<file path="src/rtl/xgmii_tx_encoder_if.sv">
// Frame-beat stream from the MAC frame generator into xgmii_tx_encoder.
// The i_err sideband exists only when XGMII_ERR_INPUT_EN is defined.
interface xgmii_tx_encoder_if;
    logic        i_valid;
    logic [63:0] i_data;
    logic        i_last;
    logic [2:0]  i_last_bytes;
`ifdef XGMII_ERR_INPUT_EN
    logic        i_err;
`endif
    logic        o_ready;

`ifdef XGMII_ERR_INPUT_EN
    modport master (output i_valid, i_data, i_last, i_last_bytes, i_err, input o_ready);
    modport slave  (input i_valid, i_data, i_last, i_last_bytes, i_err, output o_ready);
`else
    modport master (output i_valid, i_data, i_last, i_last_bytes, input o_ready);
    modport slave  (input i_valid, i_data, i_last, i_last_bytes, output o_ready);
`endif
endinterface

</file>
<file path="src/rtl/xgmii_tx_encoder.sv">
// XGMII transmit encoder: /S/, /T/, /I/ insertion, inter-frame gap and underrun abort.
// Optional feature macro XGMII_ERR_INPUT_EN adds an i_err input that aborts a frame.
module xgmii_tx_encoder #(
    parameter int unsigned IFG_BYTES = 12
) (
    input  logic               clk,
    input  logic               i_rst_n,
    xgmii_tx_encoder_if.slave  bus,
    output logic [63:0]        o_txd,
    output logic [7:0]         o_txc,
    output logic [15:0]        o_frame_cnt
);
    localparam logic [7:0]  CH_S      = 8'hFB;
    localparam logic [7:0]  CH_T      = 8'hFD;
    localparam logic [7:0]  CH_I      = 8'h07;
    localparam logic [63:0] IDLE_WORD = {8{8'h07}};
    localparam logic [63:0] ERR_WORD  = {8{8'hFE}};
    localparam logic [63:0] TERM_WORD = {{7{8'h07}}, 8'hFD};

    typedef enum logic [2:0] {S_IDLE, S_DATA, S_TERM, S_IFG, S_ABORT} state_t;

    // Idle words still owed after ctrl_bytes control characters already went out.
    function automatic logic [3:0] gap_words(input int unsigned ctrl_bytes);
        if (IFG_BYTES <= ctrl_bytes) return 4'd0;
        return 4'((IFG_BYTES - ctrl_bytes + 7) / 8);
    endfunction

    localparam logic [3:0] TERM_GAP  = gap_words(8);
    localparam logic [3:0] ABORT_GAP = gap_words(0);

    state_t      state_q, state_d;
    logic [3:0]  ifg_q, ifg_d;
    logic [63:0] txd_q, txd_d;
    logic [7:0]  txc_q, txc_d;
    logic        ready_q, ready_d;
    logic [15:0] frame_cnt_q, frame_cnt_d;

    logic        accept;
    logic [3:0]  n_bytes;
    logic [63:0] term_txd;
    logic [7:0]  term_txc;
    logic        final_beat;
    logic        enter_gap;
    logic [3:0]  gap_d;

    assign accept  = bus.i_valid && ready_q;
    assign n_bytes = (bus.i_last_bytes == 3'd0) ? 4'd8 : {1'b0, bus.i_last_bytes};

    // Final-beat word: data below lane N, /T/ at lane N, /I/ above it.
    always_comb begin
        term_txd = bus.i_data;
        term_txc = 8'h00;
        for (int k = 0; k < 8; k++) begin
            if (k == int'(n_bytes)) begin
                term_txd[8*k +: 8] = CH_T;
                term_txc[k]        = 1'b1;
            end else if (k > int'(n_bytes)) begin
                term_txd[8*k +: 8] = CH_I;
                term_txc[k]        = 1'b1;
            end
        end
    end

    // NOTE: every output of a combinational block gets a default first, so no path can infer a latch.
    always_comb begin
        state_d     = state_q;
        ifg_d       = ifg_q;
        txd_d       = IDLE_WORD;
        txc_d       = 8'hFF;
        frame_cnt_d = frame_cnt_q;
        final_beat  = 1'b0;
        enter_gap   = 1'b0;
        gap_d       = 4'd0;

        case (state_q)
            S_IDLE: begin
                if (accept) begin
                    if (bus.i_last) begin
                        txd_d      = {term_txd[63:8], CH_S};
                        txc_d      = term_txc | 8'h01;
                        final_beat = 1'b1;
                    end else begin
                        txd_d   = {bus.i_data[63:8], CH_S};
                        txc_d   = 8'h01;
                        state_d = S_DATA;
                    end
                end
            end
            S_DATA: begin
                if (!bus.i_valid) begin
                    txd_d   = ERR_WORD;
                    state_d = S_ABORT;
                end
`ifdef XGMII_ERR_INPUT_EN
                else if (bus.i_err) begin
                    txd_d = ERR_WORD;
                    if (bus.i_last) begin
                        enter_gap = 1'b1;
                        gap_d     = ABORT_GAP;
                    end else begin
                        state_d = S_ABORT;
                    end
                end
`endif
                else if (!bus.i_last) begin
                    txd_d = bus.i_data;
                    txc_d = 8'h00;
                end else begin
                    txd_d      = term_txd;
                    txc_d      = term_txc;
                    final_beat = 1'b1;
                end
            end
            S_TERM: begin
                txd_d       = TERM_WORD;
                frame_cnt_d = frame_cnt_q + 16'd1;
                enter_gap   = 1'b1;
                gap_d       = TERM_GAP;
            end
            S_IFG: begin
                if (ifg_q <= 4'd1) state_d = S_IDLE;
                else               ifg_d   = ifg_q - 4'd1;
            end
            S_ABORT: begin
                if (accept && bus.i_last) begin
                    enter_gap = 1'b1;
                    gap_d     = ABORT_GAP;
                end
            end
            default: state_d = S_IDLE;
        endcase

        // A full 8-byte final beat has no room for /T/, so it is deferred to S_TERM.
        if (final_beat) begin
            if (n_bytes == 4'd8) begin
                state_d = S_TERM;
            end else begin
                frame_cnt_d = frame_cnt_q + 16'd1;
                enter_gap   = 1'b1;
                gap_d       = gap_words(32'(4'd8 - n_bytes));
            end
        end

        if (enter_gap) begin
            state_d = (gap_d == 4'd0) ? S_IDLE : S_IFG;
            ifg_d   = gap_d;
        end

        ready_d = (state_d == S_IDLE) || (state_d == S_DATA) || (state_d == S_ABORT);
    end

    // NOTE: sequential state uses non-blocking assignments so all registers update from pre-edge values.
    always_ff @(posedge clk or negedge i_rst_n) begin
        if (!i_rst_n) begin
            state_q     <= S_IDLE;
            ifg_q       <= 4'd0;
            txd_q       <= IDLE_WORD;
            txc_q       <= 8'hFF;
            ready_q     <= 1'b0;
            frame_cnt_q <= 16'd0;
        end else begin
            state_q     <= state_d;
            ifg_q       <= ifg_d;
            txd_q       <= txd_d;
            txc_q       <= txc_d;
            ready_q     <= ready_d;
            frame_cnt_q <= frame_cnt_d;
        end
    end

    assign bus.o_ready = ready_q;
    assign o_txd       = txd_q;
    assign o_txc       = txc_q;
    assign o_frame_cnt = frame_cnt_q;
endmodule

</file>
<file path="src/flat_wrapper.sv">
// flat-port wrapper written by rule: the top's interface ports become plain ports
module xgmii_tx_encoder_flat 
#(
    parameter int unsigned IFG_BYTES = 12
)
  (clk, i_rst_n, o_txd, o_txc, o_frame_cnt, bus_i_valid, bus_i_data, bus_i_last, bus_i_last_bytes, bus_o_ready);
  xgmii_tx_encoder_if bus_i ();
  input  logic clk;
  input  logic i_rst_n;
  output logic [63:0] o_txd;
  output logic [7:0] o_txc;
  output logic [15:0] o_frame_cnt;
  input wire logic [$bits(bus_i.i_valid)-1:0] bus_i_valid;
  input wire logic [$bits(bus_i.i_data)-1:0] bus_i_data;
  input wire logic [$bits(bus_i.i_last)-1:0] bus_i_last;
  input wire logic [$bits(bus_i.i_last_bytes)-1:0] bus_i_last_bytes;
  output wire logic [$bits(bus_i.o_ready)-1:0] bus_o_ready;
  assign bus_i.i_valid = bus_i_valid;
  assign bus_i.i_data = bus_i_data;
  assign bus_i.i_last = bus_i_last;
  assign bus_i.i_last_bytes = bus_i_last_bytes;
  assign bus_o_ready = bus_i.o_ready;
  xgmii_tx_encoder #(.IFG_BYTES(IFG_BYTES)) u_core (.clk(clk), .i_rst_n(i_rst_n), .bus(bus_i), .o_txd(o_txd), .o_txc(o_txc), .o_frame_cnt(o_frame_cnt));
endmodule
</file>
<file path="config.mk">
export PLATFORM = sky130hd
export DESIGN_NAME = xgmii_tx_encoder_flat
export DESIGN_NICKNAME = d
export VERILOG_FILES = /design/src/rtl/xgmii_tx_encoder_if.sv /design/src/rtl/xgmii_tx_encoder.sv /design/src/flat_wrapper.sv
export SDC_FILE = /design/constraint.sdc
export NUM_CORES = 1
export LEC_CHECK = 0
export ABC_AREA = 1
export BUFFER_PORTS_ARGS = -buffer_cell sky130_fd_sc_hd__buf_2
export CAP_MARGIN = 25
export CORE_AREA = 2 2 100 102
export CTS_CLUSTER_SIZE = 16
export DETAILED_ROUTE_END_ITERATION = 12
export DIE_AREA = 0 0 102 104
export PLACE_DENSITY = 0.86
export RECOVER_POWER = 100
export SETUP_SLACK_MARGIN = 0.02
export SYNTH_ARGS = -nofsm -noshare
export SYNTH_HDL_FRONTEND = slang
export SYNTH_SLANG_ARGS = --single-unit
</file>
<file path="constraint.sdc">
create_clock -name clk -period 1.66 [get_ports clk]
set_clock_uncertainty 0.15 [all_clocks]
set_input_delay 0.083 -clock clk [delete_from_list [all_inputs] [get_ports clk]]
set_output_delay 0.083 -clock clk [all_outputs]
set_load 0.03 [all_outputs]
</file>
==> After elaboration in Yosys (flattened, before gate mapping) <==
Index checks and enable logic that the tools add are counted.
{ "op_classes": {"reduce_logical": 12, "n_addsub": 5, "muxes": 73, "n_eq_ne": 15, "magnitude_cmp": 9} }
{ "ops": {"columns": ["operator", "n"], "rows": [
  ["$mux W64", 4],
  ["$pmux W64 S3", 1],
  ["$mux W8", 19],
  ["$mux W16", 3],
  ["$le A4 B32 Y1 const A", 1],
  ["$mux W4", 8],
  ["$mux W1", 24],
  ["$mux W3", 7],
  ["$add A16 B1 Y16 const B", 1],
  ["$eq A4 B4 Y1 const A", 4],
  ["$gt A3 B4 Y1 const A", 4],
  ["$pmux W8 S2", 1],
  ["$pmux W3 S4", 1],
  ["$logic_not A3 Y1", 3],
  ["$eq A3 B4 Y1 const A", 2],
  ["$gt A2 B4 Y1 const A", 2],
  ["$logic_not A4 Y1", 2],
  ["$pmux W4 S2", 1],
  ["$add A7 B3 Y7 const B", 1],
  ["$sub A4 B7 Y7 const A", 1],
  ["$eq A3 B1 Y1 const B", 2],
  ["$eq A3 B2 Y1 const B", 2],
  ["$eq A3 B3 Y1 const B", 2],
  ["$sub A4 B4 Y5 const A", 1],
  ["13 further kinds", 17]
]} }
{ "word_totals": {"output_inout_bits": 89, "register_bits": 96} }

==> Depth between registers and ports, before layout <==
Gate-level depths: netlist of run 1.
{ "depth": {"depth_word": 16, "ltp_mapped": 11} }

==> Least setup slack after synthesis of run 1 <==
No wires, ideal clock.
{ "synth_path": {"path_type": "register -> register", "startpoint": "register u_core.frame_cnt_q[3], in the netlist u_core.o_frame_cnt[3]", "endpoint": "register u_core.frame_cnt_q[15], in the netlist u_core.o_frame_cnt[15]", "stages_incl_launch_ff": 10, "period_less_slack_ns": 1.716, "n_path_buf": 0, "t_arrival_ns": 1.448, "path_slack_ns": -0.056, "cell_sequence": "dfrtp_1 > nand2_1 > nor2_1 > nand2_1 > nor2_2 > nand2_1 > nor3_1 > nand2_1 > nand2_1 > nand2_1"} }
{ "synth_between": {"elab_chain_len": 4} }
{ "synth_rtl": {"columns": ["item", "line_no", "source"], "rows": [
  ["start: declaration", "xgmii_tx_encoder.sv:36", "logic [15:0] frame_cnt_q, frame_cnt_d;"],
  ["start signal: assignment", "xgmii_tx_encoder.sv:167", "frame_cnt_q <= frame_cnt_d;"],
  ["$add A16 B1 Y16 (*)", "xgmii_tx_encoder.sv:116, xgmii_tx_encoder.sv:138", null],
  ["$mux W16", "xgmii_tx_encoder.sv:75", "case (state_q)"],
  ["$mux W16", "xgmii_tx_encoder.sv:135", "if (n_bytes == 4'd8) begin"],
  ["$mux W16 (*)", "xgmii_tx_encoder.sv:134", "if (final_beat) begin"],
  ["net u_core.frame_cnt_d[15]", "xgmii_tx_encoder.sv:36", null]
]} }
The timed path passes the listed nets; every way through them passes the cells marked *.
A chain may end at the register's enable or synchronous reset.

==> Worst setup path in the final report of run 1 <==
{ "layout_path": {"startpoint": "register u_core.state_q[2]", "endpoint": "register u_core.frame_cnt_q[3], in the netlist u_core.o_frame_cnt[3]"} }
{ "layout_between": {"elab_chain_len": 4, "word_cells_on_any_way": 7} }
{ "layout_rtl": {"columns": ["item", "line_no", "source"], "rows": [
  ["start: declaration", "xgmii_tx_encoder.sv:31", "state_t state_q, state_d;"],
  ["start signal: assignment", "xgmii_tx_encoder.sv:162", "state_q <= state_d;"],
  ["$eq A3 B2 Y1", "xgmii_tx_encoder.sv:75", null],
  ["$mux W16", "xgmii_tx_encoder.sv:75", null],
  ["$mux W16", "xgmii_tx_encoder.sv:135", null],
  ["$mux W16 (*)", "xgmii_tx_encoder.sv:134", null],
  ["net u_core.frame_cnt_d[3]", "xgmii_tx_encoder.sv:36", null]
]} }
Marked as above.

==> results of run 1 <==
## where the power goes
group / switching [mW] / internal, mW / leakage (nW) / total, mW
combinational: 3.70 / 1.47 / 1.73 / 5.17
clock: 0.780 / 0.733 / 0.0985 / 1.51
sequential: 0.363 / 3.33 / 1.15 / 3.70
total: 4.84 / 5.53 / 2.98 / 10.4
## flip-flops by register name (all words and copies together), names as in the netlist
register and count:
u_core.bus.o_ready 1, u_core.ifg_q 4, u_core.o_frame_cnt 16, u_core.o_txc 8, u_core.o_txd 64, u_core.state_q 3
## area by class of cell
cell class                 count  area (um2)  share of cell area
antenna                        1        2.50            0.000406
clock buffer                  15         189              0.0306
clock inverter                 1        6.26             0.00101
inverter                      55         211              0.0343
multi-input combinational    277        1500               0.244
sequential                    96        2450               0.397
tap                          133         166              0.0270
timing repair buffer         262        1640               0.266
## worst min-delay path, cell delays in order
cell and delay, ns:
buf_2 0.10, inv_1 0.08, nor2_1 0.15, a31oi_1 0.12
## how the worst max path moves through the flow
| stage | startpoint | end | cells after the start |
|---|---|---|---|
| finish | u_core.state_q[2] | u_core.o_frame_cnt[3] | 8 |
| global route | u_core.state_q[2] | u_core.o_frame_cnt[15] | 9 |
| CTS | u_core.state_q[1] | u_core.bus.o_ready | 8 |
| detailed placement | u_core.state_q[0] | u_core.o_frame_cnt[10] | 8 |
| global placement | u_core.state_q[2] | u_core.bus.o_ready | 7 |
| floorplan | u_core.o_frame_cnt[5] | u_core.o_frame_cnt[15] | 9 |
## cells by family after synthesis
| kind of cell | share of synthesized area |
|---|---|
| other | 0.00182 |
| AND/OR/NAND/NOR | 0.196 |
| buffers and inverters | 0.0684 |
| flip-flops | 0.591 |
| adder cells (fa/ha/maj) | 0.0182 |
| XOR/XNOR | 0.0191 |
| AO/OA/AOI/OAI | 0.106 |
## layer usage
metal | vias up | track usage
met1 | 2011 | 0.279
met2 | 201 | 0.426
li1 | 1939 | -
met3 | 44 | 0.0370
met4 | 0 | 0.129
met5 | - | 0
## metrics by stage
stage	area, um2	worst slack [ns]	total power, mW	setup TNS [ns]	util
floorplan	4140	0.00139	6.98	0	-
global placement	5190	0.0556	8.27	0	0.543
detailed placement	5190	-0.0120	8.41	-0.0428	0.543
CTS	6130	0.0109	10.1	0	0.642
global route	6170	-0.0428	11.0	-0.557	0.646
finish	6170	0.0339	10.4	0	0.646
## layout by cell type, fill, tap and decap left out, types with 2 or more instances in the layout
master	n
clkbuf_1	94
nand2_1	80
dlygate4sd3_1	73
buf_2	71
dfrtp_1	60
inv_1	44
nor2_1	38
a21oi_1	32
dfstp_2	32
o21ai_0	28
buf_4	23
nand3_1	16
a31oi_1	12
nand4_1	9
clkbuf_8	9
inv_2	7
nand2_2	7
or2_1	6
xor2_1	6
ha_1	6
nor2_2	5
nor3_1	4
dfrtp_2	4
o21ai_1	3
inv_4	3
nand3_2	3
xnor2_1	3
buf_6	3
nor3_2	2
clkinv_1	2
nand2_8	2
o21ai_4	2
conb_1	2
clkbuf_16	2
## repair_timing
action	4_1_cts	5_1_grt
pin swaps	1	5
endpoints found under the setup margin	18	33
gates cloned	0	2
gates resized for setup	2	24
setup buffers	1	9
hold endpoints to repair	164	0
hold buffers	73	0
==> impl_metrics.toml, run 1 <==
[timing]
fmax_mhz = 615
finalCritPeriodShare = 0.980
slew_headroom = 0.592
worst_slew_pin_slew_ns = 0.612
rsz0062_at_grt = "yes"
whs_ns = 0.0236
setup_viol = 0
slew_viol_final = 0
hold_viol = 0
post-route-min-period_ns = 1.63

[final_layout]
fillerInstances = 788
stdcell_count = 840
syn2layout_area_growth_pct = 49.3
fin_nets = 778
final_layout_size_suffix_gt1_frac = 0.259

[pwr]
leakagePower_nw = 2.98
cellPowerDensity_mw_per_mm2 = 1680
irDropWorstVdd_v = 0.000843

[yosys]
synth_area_mm2 = 0.00413
yosys-top-cells-area = "dfrtp_1, dfstp_2, nand2_1"
synth_most_common_cell = "nand2_1"
ys_seq_area_frac = 0.591
async_reset_ff_frac = 1.00
synth_top_area_cell = "dfrtp_1"
synth_flop_cell = "dfrtp_1"
yosysWarnings = 0
synth_top_area_frac = 0.388
synthTopCellsByCount = "nand2_1, dfrtp_1, inv_1, nor2_1"
synth_cells = 440
yosysUniqueCellTypes = 37
syn-mean-instance-area_um2 = 9.39
syn_nets = 517
synth_seq_cells = 96
synth_edf_count = 0

[drt]
route.met3.wl_um = 847
met1_length_mm = 4.98
drc_errors = 0
wl_per_cell_um = 15.7
top_layer = "met4"
vias = 4195
viasPerCell = 4.99
wl_mm = 13.2
first_pass_iters = 5
ant_nets = 0
drt_iter0_drc = 231
wl_met2_mm = 6.75

[critical_path]
max_stage_delay_ns = 0.41
worst-path-buf-inv = 2
path_cells = "nor2_4 > nand2_2 > inv_4 > nand4_4 > buf_4 > nand2_4 > nand2_1 > xnor2_1"
slowest_stage = "dfrtp_1"
crit_type = "register to register"
cp.arrival_ns = 1.73
r2r_end = "u_core.o_frame_cnt[3]"
critPathCaptureType = "register"
rr_worst_depth = 8
crit_family = "simple AND/OR/NAND/NOR gates"
cp_max_fo = 6
r2r-start = "u_core.state_q[2]"
start_kind = "register"
critPathRequiredTime_ns = 1.77
rrSetupSlack_ns = 0.03

[place]
place.detailed.hpwl_mm = 8.29
routabilityCongestion = 0.860
dp.cells = 738
port_buffers = 159

[status]
outcome = "finished clean"

[global_routing]
grt_pass1_vias = 4207
grt_use_total = 0.243
grt_pass1_wl_mm = 20.1
overflow = 0
antenna_found_initial = 1
grt_max_degree = 44

[min_path]
worstHoldEndpoint = "u_core.o_txd[17]"
hold_path_depth = 4
min_from = "bus_i_last_bytes[1]"
hp-class = "input port to register"

[cts]
cts_max_path_buffers = 2
insertion_delay_ns = 0.36
cts_buffers = 9
cts_tree = "built"
h-tree-depth = 3
cts.clk_slew.worst_paths_ns = 0.09
clock_sinks = 96
root_buffer = "clkbuf_8"

[die]
core_area_mm2 = 0.00955
die_w_um = 102
dieArea_mm2 = 0.0106
start_util = 0.433
row_count = 36
ios = 160
die_h_um = 104

[job]
max_cap_viol_count = 0
Power figures use the tool's default switching activity.
==> run 2, diff against run 1 <==
- ABC_AREA: 1 -> not set
==> impl_metrics.toml, run 2 <==
[yosys]
syn_nets = 470
synth_seq_cells = 96
syn-mean-instance-area_um2 = 10.5
synth_edf_count = 0
yosys-top-cells-area = "dfrtp_1, dfstp_2, a21oi_1"
synthTopCellsByCount = "dfrtp_1, nand2_1, a21oi_1, dfstp_2, nor2_1"
synth_most_common_cell = "dfrtp_1"
synth_compound_area_frac = 0.134
synth_cells = 393
muxShareOfSynthArea = 0
synth_top_area_cell = "dfrtp_1"
synth_xor_area_frac = 0.0381
synth_top_family_by_area = "simple AND/OR/NAND/NOR gates"
yosysUniqueCellTypes = 50
synth_area_mm2 = 0.00413
synth_top_area_frac = 0.387
async_reset_ff_frac = 1.00
synth_flop_cell = "dfrtp_1"
ys_seq_area_frac = 0.591
synthSimpleGateAreaFrac = 0.182
yosys.area_share.adder = 0.0182
yosysWarnings = 0

[critical_path]
critPathCaptureType = "register"
slowest_stage = "dfrtp_1"
path_depth = 6
cp_max_fo = 10
max_stage_delay_ns = 0.43
critPathRequiredTime_ns = 1.81
cp.arrival_ns = 1.97
start_kind = "register"
crit_family = "simple AND/OR/NAND/NOR gates"
worst-path-buf-inv = 2
path_cells = "buf_6 > nand2b_4 > nor3_2 > buf_6 > nand2_2 > or2_2"
crit_path_frequent_cell = "buf_6"
rr_worst_depth = 6
crit_type = "register to register"

[place]
port_buffers = 159
dp.cells = 701
routabilityCongestion = 0.873
place.detailed.hpwl_mm = 8.11

[final_layout]
antenna_cells = 0
fin_nets = 748
largest_register_ffs = 64
layout_commonest_cell = "clkbuf_1"
fillerInstances = 715
stdcell_count = 809
fin_util = 0.705
layout_common_cells = "clkbuf_1, buf_2, dlygate4sd3_1"
syn2layout_area_growth_pct = 62.9
final_layout_size_suffix_gt1_frac = 0.376

[drt]
first_pass_iters = 4
drt_iter0_drc = 135
viasPerCell = 5.20
wl_mm = 14.5
ant_nets = 0
vias = 4209
wl_per_cell_um = 17.9
drc_errors = 0

[cts]
cts.clk_slew.worst_paths_ns = 0.10
cts_buffers = 9
h-tree-depth = 3
cts_tree = "built"
insertion_delay_ns = 0.37
root_buffer = "clkbuf_8"
cts_max_path_buffers = 2
clock_sinks = 96

[die]
die_w_um = 102
dieArea_mm2 = 0.0106
start_util = 0.433
ios = 160
die_h_um = 104
row_count = 36
core_area_mm2 = 0.00955

[pwr]
finalPower_mw = 11.8
irDropWorstVdd_v = 0.00103
cellPowerDensity_mw_per_mm2 = 1750
leakagePower_nw = 2.96

[status]
outcome = "finished, violations left"
violations = "negative setup slack"

[timing]
fmax_mhz = 550
whs_ns = 0.0389
finalCritPeriodShare = 1.10
post-route-min-period_ns = 1.82
setup_viol = 63
setup_ws_ns = -0.159
slew_viol_final = 0
rsz0062_at_grt = "yes"
hold_viol = 0
worst_slew_pin_slew_ns = 0.762
slew_headroom = 0.492

[global_routing]
overflow = 0
antenna_found_initial = 0
grt_pass1_wl_mm = 20.2
grt_pass1_vias = 4225
grt_use_total = 0.245
grt_max_degree = 41

[job]
max_cap_viol_count = 0

[min_path]
hp-class = "input port to register"
hold_path_depth = 4
[run 2: area by class of cell]
type / count / area, um2 / share of cell area
Sequential cell: 96 / 2440 / 0.363
Timing Repair Buffer: 290 / 2020 / 0.299
Clock buffer: 12 / 145 / 0.0215
Multi-Input combinational cell: 266 / 1850 / 0.275
Inverter: 8 / 33.8 / 0.00502
Tap cell: 133 / 166 / 0.0247
Clock inverter: 4 / 76.3 / 0.0113
[run 2: path summary, 6_finish.rpt]
| path | start | endpoint | slack [ns] |
|---|---|---|---|
| worst max register to register | u_core.state_q[1] | u_core.o_txd[58] | -0.16 |
| max in group asynchronous | i_rst_n | u_core.o_txc[3] | 0.19 |
| worst min-delay path | bus_i_valid | u_core.state_q[0] | 0.04 |
| worst min register to register | u_core.o_frame_cnt[15] | u_core.o_frame_cnt[15] | 0.33 |
| worst max-delay path | u_core.state_q[1] | u_core.o_txd[58] | -0.16 |
| min in group asynchronous | i_rst_n | u_core.state_q[0] | 0.17 |
[run 2: what timing repair did]
item / CTS / global route
setup endpoints to repair: 67 / 77
gates resized for setup: 23 / 73
hold endpoints to repair: 138 / 0
cloned: 2 / 4
pin swaps: 11 / 14
hold buffers: 67 / 0
setup buffers: 4 / 16
[run 2: routing by layer]
layer  GRT usage  vias to the layer above  part of all wire
met5           0                        -                 0
met1       0.265                     2079              0.37
met3      0.0491                       53             0.044
li1            -                     1909                 -
met4       0.118                        0             0.047
met2       0.447                      168              0.54
[run 2: power breakdown]
| group | total (mW) | internal [mW] | switching, mW |
|---|---|---|---|
| sequential | 3.63 | 3.22 | 0.408 |
| clock | 1.72 | 0.898 | 0.824 |
| combinational | 6.43 | 2.51 | 3.92 |
| total | 11.8 | 6.64 | 5.15 |
[run 2: cell families after synthesis]
logic type,Yosys count
buf+inv,31
flops,96
fa+ha+maj,6
simple gates,148
other cells,2
xor+xnor,18
compound gates,92
[run 2: metrics by stage]
stage	cell area (um2)	setup TNS, ns	worst slack [ns]
after floorplan	4180	-3.41	-0.251
after CTS	6390	-2.06	-0.137
after detailed placement	5340	-4.22	-0.317
after global routing	6740	-9.74	-0.232
after global placement	5340	-2.38	-0.286
final	6740	-4.87	-0.159
[run 2: worst min-delay path: stages]
cell and delay (ns):
buf_2 0.15, nand2b_4 0.10, o21a_1 0.13, o31ai_1 0.06
==> run 3, diff against run 2 <==
- CORE_AREA: 2 2 100 102 -> 2 2 121 123
- DIE_AREA: 0 0 102 104 -> 0 0 123 125
- PLACE_DENSITY: 0.86 -> 0.66
==> impl_metrics.toml, run 3 (synthesis gave the netlist of run 2 again) <==
[die]
dieArea_mm2 = 0.0154
die_w_um = 123
row_count = 44
start_util = 0.291
die_h_um = 125
core_area_mm2 = 0.0142
ios = 160

[timing]
setup_viol = 44
worst_slew_pin_slew_ns = 0.638
rsz0062_at_grt = "yes"
hold_viol = 0
finalCritPeriodShare = 1.05
slew_headroom = 0.575
setup_ws_ns = -0.0772
whs_ns = 0.0193
slew_viol_final = 0
post-route-min-period_ns = 1.74
fmax_mhz = 576

[drt]
vias = 4019
viasPerCell = 4.74
drt_iter0_drc = 335
wl_per_cell_um = 15.3
first_pass_iters = 4
drc_errors = 0
ant_nets = 0
wl_mm = 12.9

[pwr]
p_sw_mw = 4.68
leakagePower_nw = 2.85
irDropWorstVdd_v = 0.000511
internal-power_mw = 6.27
finalPower_mw = 10.9
p_sw_frac = 0.428
clkPwrFrac = 0.194
p_seq_frac = 0.325
p_comb_frac = 0.481
cellPowerDensity_mw_per_mm2 = 1670

[critical_path]
path_cells = "or2_4 > o32ai_4 > buf_12 > nand4_1 > xnor2_1"
startpoint = "u_core.state_q[1]"
crit_family = "simple AND/OR/NAND/NOR gates"
cp_max_fo = 15
cp.arrival_ns = 1.80
critPathRequiredTime_ns = 1.72
slowest_stage = "dfrtp_1"
r2r-start = "u_core.state_q[1]"
start_kind = "register"
crit_type = "register to register"
worst-path-buf-inv = 1
critPathCaptureType = "register"
max_stage_delay_ns = 0.38

[place]
port_buffers = 159
place.detailed.hpwl_mm = 8.91
routabilityCongestion = 0.832
place_area_mm2 = 0.00546

[cts]
cts.clk_slew.worst_paths_ns = 0.07
h-tree-depth = 3
cts_tree = "built"
insertion_delay_ns = 0.34
clock_sinks = 96
cts_buffers = 9
cts_max_path_buffers = 2
root_buffer = "clkbuf_16"

[status]
outcome = "finished, violations left"
violations = "negative setup slack"

[final_layout]
syn2layout_area_growth_pct = 58.6
fin_util = 0.462
largest_register_ffs = 64
layout_common_cells = "clkbuf_1, buf_2, dlygate4sd3_1"
final_layout_size_suffix_gt1_frac = 0.325
final_design_area_no_fill_mm2 = 0.00656
fin_nets = 734
layout_commonest_cell = "clkbuf_1"

[min_path]
hp-class = "input port to register"
min_from = "bus_i_valid"

[global_routing]
overflow = 0
grt_pass1_wl_mm = 20.0
grt_max_degree = 43
antenna_found_initial = 1
grt_use_total = 0.167
grt_pass1_vias = 4213

[job]
max_cap_viol_count = 0
[run 3: per-stage QoR]
stage / setup WS, ns / setup TNS [ns] / cells
2_1_floorplan: -0.251 / -3.41 / 393
6_report: -0.0772 / -1.69 / 847
3_5_place_dp: -0.300 / -3.16 / 760
3_3_place_gp: -0.256 / -2.37 / 760
5_1_grt: -0.157 / -6.69 / 847
4_1_cts: -0.0784 / -0.720 / 845
[run 3: worst register-to-register path, stage by stage, from the launching register on]
cell     delay, ns
dfrtp_1       0.38
or2_4         0.29
o32ai_4       0.32
buf_12        0.19
nand4_1       0.12
xnor2_1       0.18
[run 3: power by group through the flow]
stage                     clock network, mW  logic [mW]  registers [mW]
after floorplan                           0        1.82            4.91
after global placement                    0        4.84            3.55
after detailed placement                  0        4.92            3.57
after CTS                              2.18        5.33            3.53
after global routing                   2.27        5.66            3.64
final                                  2.13        5.26            3.56
[run 3: path summary, 6_finish.rpt]
kind	to	slack [ns]	cells past startpoint
worst max register to register	u_core.o_frame_cnt[9]	-0.08	5
worst max-delay path	u_core.o_frame_cnt[9]	-0.08	5
worst min-delay path	u_core.o_txd[0]	0.02	4
worst min register to register	u_core.o_frame_cnt[15]	0.33	1
min in group asynchronous	u_core.state_q[0]	0.16	2
max in group asynchronous	u_core.o_txc[1]	0.16	3
[run 3: cell type report]
type / instances / area [um2]
Fill cell: 1318 / 7650
Sequential cell: 96 / 2440
Multi-Input combinational cell: 266 / 1780
Timing Repair Buffer: 276 / 1770
Clock buffer: 12 / 256
Tap cell: 184 / 230
Clock inverter: 4 / 51.3
Inverter: 8 / 30.0
Antenna cell: 1 / 2.50
[run 3: repair_timing]
item / 4_1_cts / 5_1_grt
buffers inserted: 3 / 1
setup endpoints to repair: 62 / 61
endpoints found under the hold margin: 135 / 0
resized for setup: 35 / 23
pin swaps: 16 / 7
hold buffers: 66 / 0
[run 3: metal layers]
metal	vias to the layer above	GRT usage	routed length [um]
met4	0	0.0695	351
li1	1884	-	-
met5	-	0	0
met1	1979	0.183	4990
met3	29	0.0392	652
met2	127	0.302	6930
